`src/rtl/sram_port_arbiter_pkg.sv`:
```
// Shared definitions for the external SRAM window arbiter: FSM state
// encodings and bus owner constants.
package sram_port_arbiter_pkg;

  typedef enum logic [1:0] {
    ST_IDLE     = 2'd0,
    ST_AVR_ACC  = 2'd1,
    ST_AVR_DONE = 2'd2,
    ST_DMA_ACC  = 2'd3
  } arb_state_e;

  localparam logic OWNER_AVR = 1'b0;
  localparam logic OWNER_DMA = 1'b1;

endpackage

```
`src/rtl/sram_port_arbiter.sv`:
```
// Arbitrates the external SRAM window between the AVR core (stalled with
// avr_wait) and a DMA master (completed with a one-cycle dma_ack).
module sram_port_arbiter
  import sram_port_arbiter_pkg::*;
#(
  parameter int ADDR_W         = 16,
  parameter int DATA_W         = 8,
  parameter int ACCESS_CYCLES  = 2,
  parameter int AVR_STREAK_MAX = 4
) (
  input  logic              clk,
  input  logic              rst,
  input  logic [ADDR_W-1:0] avr_a,
  input  logic [DATA_W-1:0] avr_wdata,
  input  logic              avr_cs,
  input  logic              avr_oe,
  input  logic              avr_we,
  output logic [DATA_W-1:0] avr_rdata,
  output logic              avr_wait,
  input  logic              dma_req,
  input  logic              dma_we,
  input  logic [ADDR_W-1:0] dma_a,
  input  logic [DATA_W-1:0] dma_wdata,
  output logic              dma_ack,
  output logic [DATA_W-1:0] dma_rdata,
  output logic [ADDR_W-1:0] mem_a,
  output logic [DATA_W-1:0] mem_wdata,
  input  logic [DATA_W-1:0] mem_rdata,
  output logic              mem_cs,
  output logic              mem_oe,
  output logic              mem_we,
  input  logic              mem_wait,
  output logic              owner
);

  localparam int TW = (ACCESS_CYCLES > 1) ? $clog2(ACCESS_CYCLES) : 1;
  localparam int SW = (AVR_STREAK_MAX > 0) ? $clog2(AVR_STREAK_MAX + 1) : 1;
  localparam logic [TW-1:0] TIMER_LOAD = TW'(ACCESS_CYCLES - 1);
  localparam logic [SW-1:0] STREAK_MAX = SW'(AVR_STREAK_MAX);

  arb_state_e        state, state_n;
  logic [TW-1:0]     timer, timer_n;
  logic [SW-1:0]     streak, streak_n;
  logic [ADDR_W-1:0] mem_a_n;
  logic [DATA_W-1:0] mem_wdata_n, avr_rdata_n, dma_rdata_n;
  logic              mem_cs_n, mem_oe_n, mem_we_n, dma_ack_n, owner_n;
  logic              avr_req, dma_live, grant_dma, grant_avr;

  // Handshakes: the AVR holds a/wdata/strobes while avr_wait is high and
  // samples avr_rdata in the cycle avr_wait falls; the DMA holds its request
  // until dma_ack, and a request still high in the ack cycle is not regranted.
  assign avr_req   = avr_cs & (avr_oe | avr_we);
  assign avr_wait  = avr_req & (state != ST_AVR_DONE);
  assign dma_live  = dma_req & ~dma_ack;
  assign grant_dma = (state == ST_IDLE) & dma_live & (~avr_req | (streak == STREAK_MAX));
  assign grant_avr = (state == ST_IDLE) & ~grant_dma & avr_req;

  always_comb begin
    state_n     = state;
    timer_n     = timer;
    streak_n    = streak;
    mem_a_n     = mem_a;
    mem_wdata_n = mem_wdata;
    mem_cs_n    = mem_cs;
    mem_oe_n    = mem_oe;
    mem_we_n    = mem_we;
    avr_rdata_n = avr_rdata;
    dma_rdata_n = dma_rdata;
    dma_ack_n   = 1'b0;
    owner_n     = owner;
    case (state)
      ST_IDLE: begin
        if (grant_dma) begin
          state_n     = ST_DMA_ACC;
          owner_n     = OWNER_DMA;
          mem_cs_n    = 1'b1;
          mem_we_n    = dma_we;
          mem_oe_n    = ~dma_we;
          mem_a_n     = dma_a;
          mem_wdata_n = dma_we ? dma_wdata : '0;
          timer_n     = TIMER_LOAD;
          streak_n    = '0;
        end else if (grant_avr) begin
          // Both strobes high resolves to a write.
          state_n     = ST_AVR_ACC;
          owner_n     = OWNER_AVR;
          mem_cs_n    = 1'b1;
          mem_we_n    = avr_we;
          mem_oe_n    = ~avr_we;
          mem_a_n     = avr_a;
          mem_wdata_n = avr_we ? avr_wdata : '0;
          timer_n     = TIMER_LOAD;
          if (dma_req && (streak != STREAK_MAX)) streak_n = streak + 1'b1;
        end
      end
      ST_AVR_ACC, ST_DMA_ACC: begin
        // mem_wait only stretches the access once the minimum time has run out.
        if (timer != '0) begin
          timer_n = timer - 1'b1;
        end else if (!mem_wait) begin
          mem_cs_n    = 1'b0;
          mem_oe_n    = 1'b0;
          mem_we_n    = 1'b0;
          mem_a_n     = '0;
          mem_wdata_n = '0;
          if (state == ST_AVR_ACC) begin
            if (mem_oe) avr_rdata_n = mem_rdata;
            state_n = ST_AVR_DONE;
          end else begin
            if (mem_oe) dma_rdata_n = mem_rdata;
            dma_ack_n = 1'b1;
            owner_n   = OWNER_AVR;
            state_n   = ST_IDLE;
          end
        end
      end
      ST_AVR_DONE: state_n = ST_IDLE;
      default:     state_n = ST_IDLE;
    endcase
    if (!dma_req) streak_n = '0;
  end

  always_ff @(posedge clk) begin
    if (rst) begin
      state     <= ST_IDLE;
      timer     <= '0;
      streak    <= '0;
      mem_a     <= '0;
      mem_wdata <= '0;
      mem_cs    <= 1'b0;
      mem_oe    <= 1'b0;
      mem_we    <= 1'b0;
      avr_rdata <= '0;
      dma_rdata <= '0;
      dma_ack   <= 1'b0;
      owner     <= OWNER_AVR;
    end else begin
      state     <= state_n;
      timer     <= timer_n;
      streak    <= streak_n;
      mem_a     <= mem_a_n;
      mem_wdata <= mem_wdata_n;
      mem_cs    <= mem_cs_n;
      mem_oe    <= mem_oe_n;
      mem_we    <= mem_we_n;
      avr_rdata <= avr_rdata_n;
      dma_rdata <= dma_rdata_n;
      dma_ack   <= dma_ack_n;
      owner     <= owner_n;
    end
  end

endmodule

```
`config.mk`:
```
export PLATFORM = sky130hd
export DESIGN_NAME = sram_port_arbiter
export DESIGN_NICKNAME = d
export VERILOG_FILES = /design/src/rtl/sram_port_arbiter_pkg.sv /design/src/rtl/sram_port_arbiter.sv
export SDC_FILE = /design/constraint.sdc
export NUM_CORES = 1
export LEC_CHECK = 0
export ABC_AREA = 1
export CAP_MARGIN = 25
export CORE_MARGIN = 3
export CORE_UTILIZATION = 40
export CTS_BUF_LIST = sky130_fd_sc_hd__clkbuf_8 sky130_fd_sc_hd__clkbuf_16
export DETAILED_ROUTE_END_ITERATION = 6
export MAX_ROUTING_LAYER = met4
export PLACE_DENSITY = 0.78
export SETUP_SLACK_MARGIN = 0.1
export SLEW_MARGIN = 15
export SYNTH_ARGS = -nofsm -noshare
export SYNTH_HDL_FRONTEND = slang
export SYNTH_SLANG_ARGS = --single-unit
export TNS_END_PERCENT = 1
```
`constraint.sdc`:
```
create_clock -name clk -period 3.3 [get_ports clk]
set_input_delay 0.99 -clock clk [delete_from_list [all_inputs] [get_ports clk]]
set_output_delay 0.99 -clock clk [all_outputs]
set_load 0.03 [all_outputs]
```
==> metrics <==
outcome=complete, no violations; clock root buffer=clkbuf_8; peak supply drop=0.447 mV; Routability Congestion=~0.83; clk_lat worst skew=~0.30 ns; first-pass GRT wire length=11.2 mm; Slew headroom=a little over 60%; count of maximum capacitance violations=0; WS Path Type=input pin to primary output; Ant. Diodes=0; maximum clock rate=approximately 340 MHz; clock sink count=51; Slew @ Worst Pin=0.566 ns; initial drt markers=156; Post-Synth Simple-Gate Area=between 30% and 40%; fin worst setup slack=0.366 ns; CP Max Fanout=3; Die X=84.4 um; vias per inst=4.91; yosys warns=0; Nets=526; Resized cells post-CTS=0; syn avg cell area=6.96 um^2; area grow syn2layout=48.5%; WL/cell=13.3 um; Cell Rows=27; register bit count reported by yosys=51; largest family of logic cells by synthesized area=simple AND/OR/NAND/NOR gates; Worst EP arrival=1.94 ns; grt ovf=0; Mapped Cells=approximately 350; TritonRoute pass-1 iters=4; PwrDens=673 mW/mm^2; clk slew on worst S/H paths=0.08 ns; sequential fraction of the synthesis area=between 40% and 50%; Synth Area in XOR/XNOR=less than 1%; all-layer global routing usage=19.7%; clk_skew=between 0.008 and 0.009 ns; period utilization=88.9%; initial antenna violation count=0; Detail Placement HPWL=5.25 mm; DIE AREA=between 0.007 and 0.008 mm^2; Final Critical Period=2.93 ns; mapped cell area=0.00246 mm^2; Total Wirelength=7.05 mm; Die Ht=about 84 um; post-CTS setup buffer count=0; Num CTS Buffers=5; worst slack, placed=0.351 ns; CORE AREA=about 0.0057 mm^2; mux cell area share after synthesis=0%; final slew viol count=0; most common cell after layout, fill and taps aside=nand2_1; number of global-route vias before repair=2342; post-route setup TNS=0 ns; post-synthesis net count=423; hold depth=2; layout cells sized above 1=~5.5%; CP endpoint kind=primary output; total leakage power=1.51 nW; post-layout util=63.9%; Hold Path Class=flop to flop; drc violations=0; Critical Path Start Type=input pin; H-tree level count=2; Vias=2599; Final Setup Violations=0; post-synthesis compound-gate area fraction=11.5%; Port Buffers=roughly 110; synth unique cells=25; maximum number of pins on one net before global-route repair=31; maximum buffer depth of the clock tree=2; RSZ-0062 raised after global routing=no; Synth Area in Adders=3.06%; Routed Antenna Nets=0; Starting Density=43.0%; Total Power=2.46 mW; most frequent cells in the layout=nand2_1, clkdlybuf4s50_1, dfxtp_1, nor2_1, nand3_1; IO Pins=110; CTS tree=built; worst path required time=2.31 ns; Reg2Reg Depth=8; final hold vios=0; hold_buf cts=0; Worst R2R Setup Slack=~1.2 ns
==> synthesized netlist by cell type (all sizes together) <==
cell type,n,area (um^2)
xor2,1,8.76
nand3b,1,7.51
nand3,43,248
nand2,122,470
clkinv,1,5.00
nor4,1,6.26
clkbuf,3,11.3
inv,15,56.3
ha,6,75.1
nor2,39,146
o21ai,20,100
buf,15,113
a21oi,34,181
dfxtp,51,1020
nand4,1,6.26
==> layer usage <==
layer  vias to the layer above  part of all wire [%]  track usage [%]
li1                       1345                     -                -
met1                      1158                    44             25.7
met2                        88                    47             30.7
met3                         8                   7.4             4.51
met4                         0                   1.5             5.61
met5                         -                     0                -
==> power breakdown <==
| part | leakage, nW | internal [mW] | total, mW | switching (mW) |
|---|---|---|---|---|
| Combinational | 1.05 | 0.474 | 1.26 | 0.789 |
| Sequential | 0.416 | 0.745 | 0.816 | 0.0710 |
| Clock | 0.0474 | 0.171 | 0.376 | 0.205 |
==> cells by family (layout without fill, tap and decap cells) <==
kind of cell | after synthesis | in the layout
simple gates | 207 | 207
compound gates | 54 | 54
flops | 51 | 51
buf+inv | 34 | 138
fa+ha+maj | 6 | 6
xor+xnor | 1 | 1
==> critical path: stages <==
cell             delay [ns]
clkdlybuf4s50_1        0.49
inv_2                  0.05
nand2_4                0.07
nand2_1                0.08
nor2_1                 0.10
buf_4                  0.16
==> final cells by class <==
cell class,count,area [um^2]
fillers,519,2060
multi-input cells,268,1250
repair buffers,114,1130
flip-flops and latches,51,1020
well taps,72,90.1
clock buffers,6,82.6
inverters,16,61.3
clock inverters,2,16.3
==> through the flow <==
stage	cells	cell area [um^2]	hold slack, ns
global route	529	3650	0.485
floorplan	353	2460	0.460
detailed placement	521	3550	0.455
global placement	521	3550	0.451
CTS	529	3650	0.470
finish	529	3650	0.468
==> worst paths after layout <==
check	from	to
worst min register to register	mem_a[10]	mem_a[10]
worst min-delay path	mem_a[10]	mem_a[10]
worst max-delay path	avr_we	avr_wait
worst max register to register	state[0]	state[1]
==> state kept, by name (all words and copies together) (netlist names), 2 cells and up <==
| name | count |
|---|---|
| avr_rdata | 8 |
| mem_wdata | 8 |
| dma_rdata | 8 |
| state | 2 |
| streak | 3 |
| mem_a | 16 |
No activity file was read; power rests on OpenSTA's default activity.
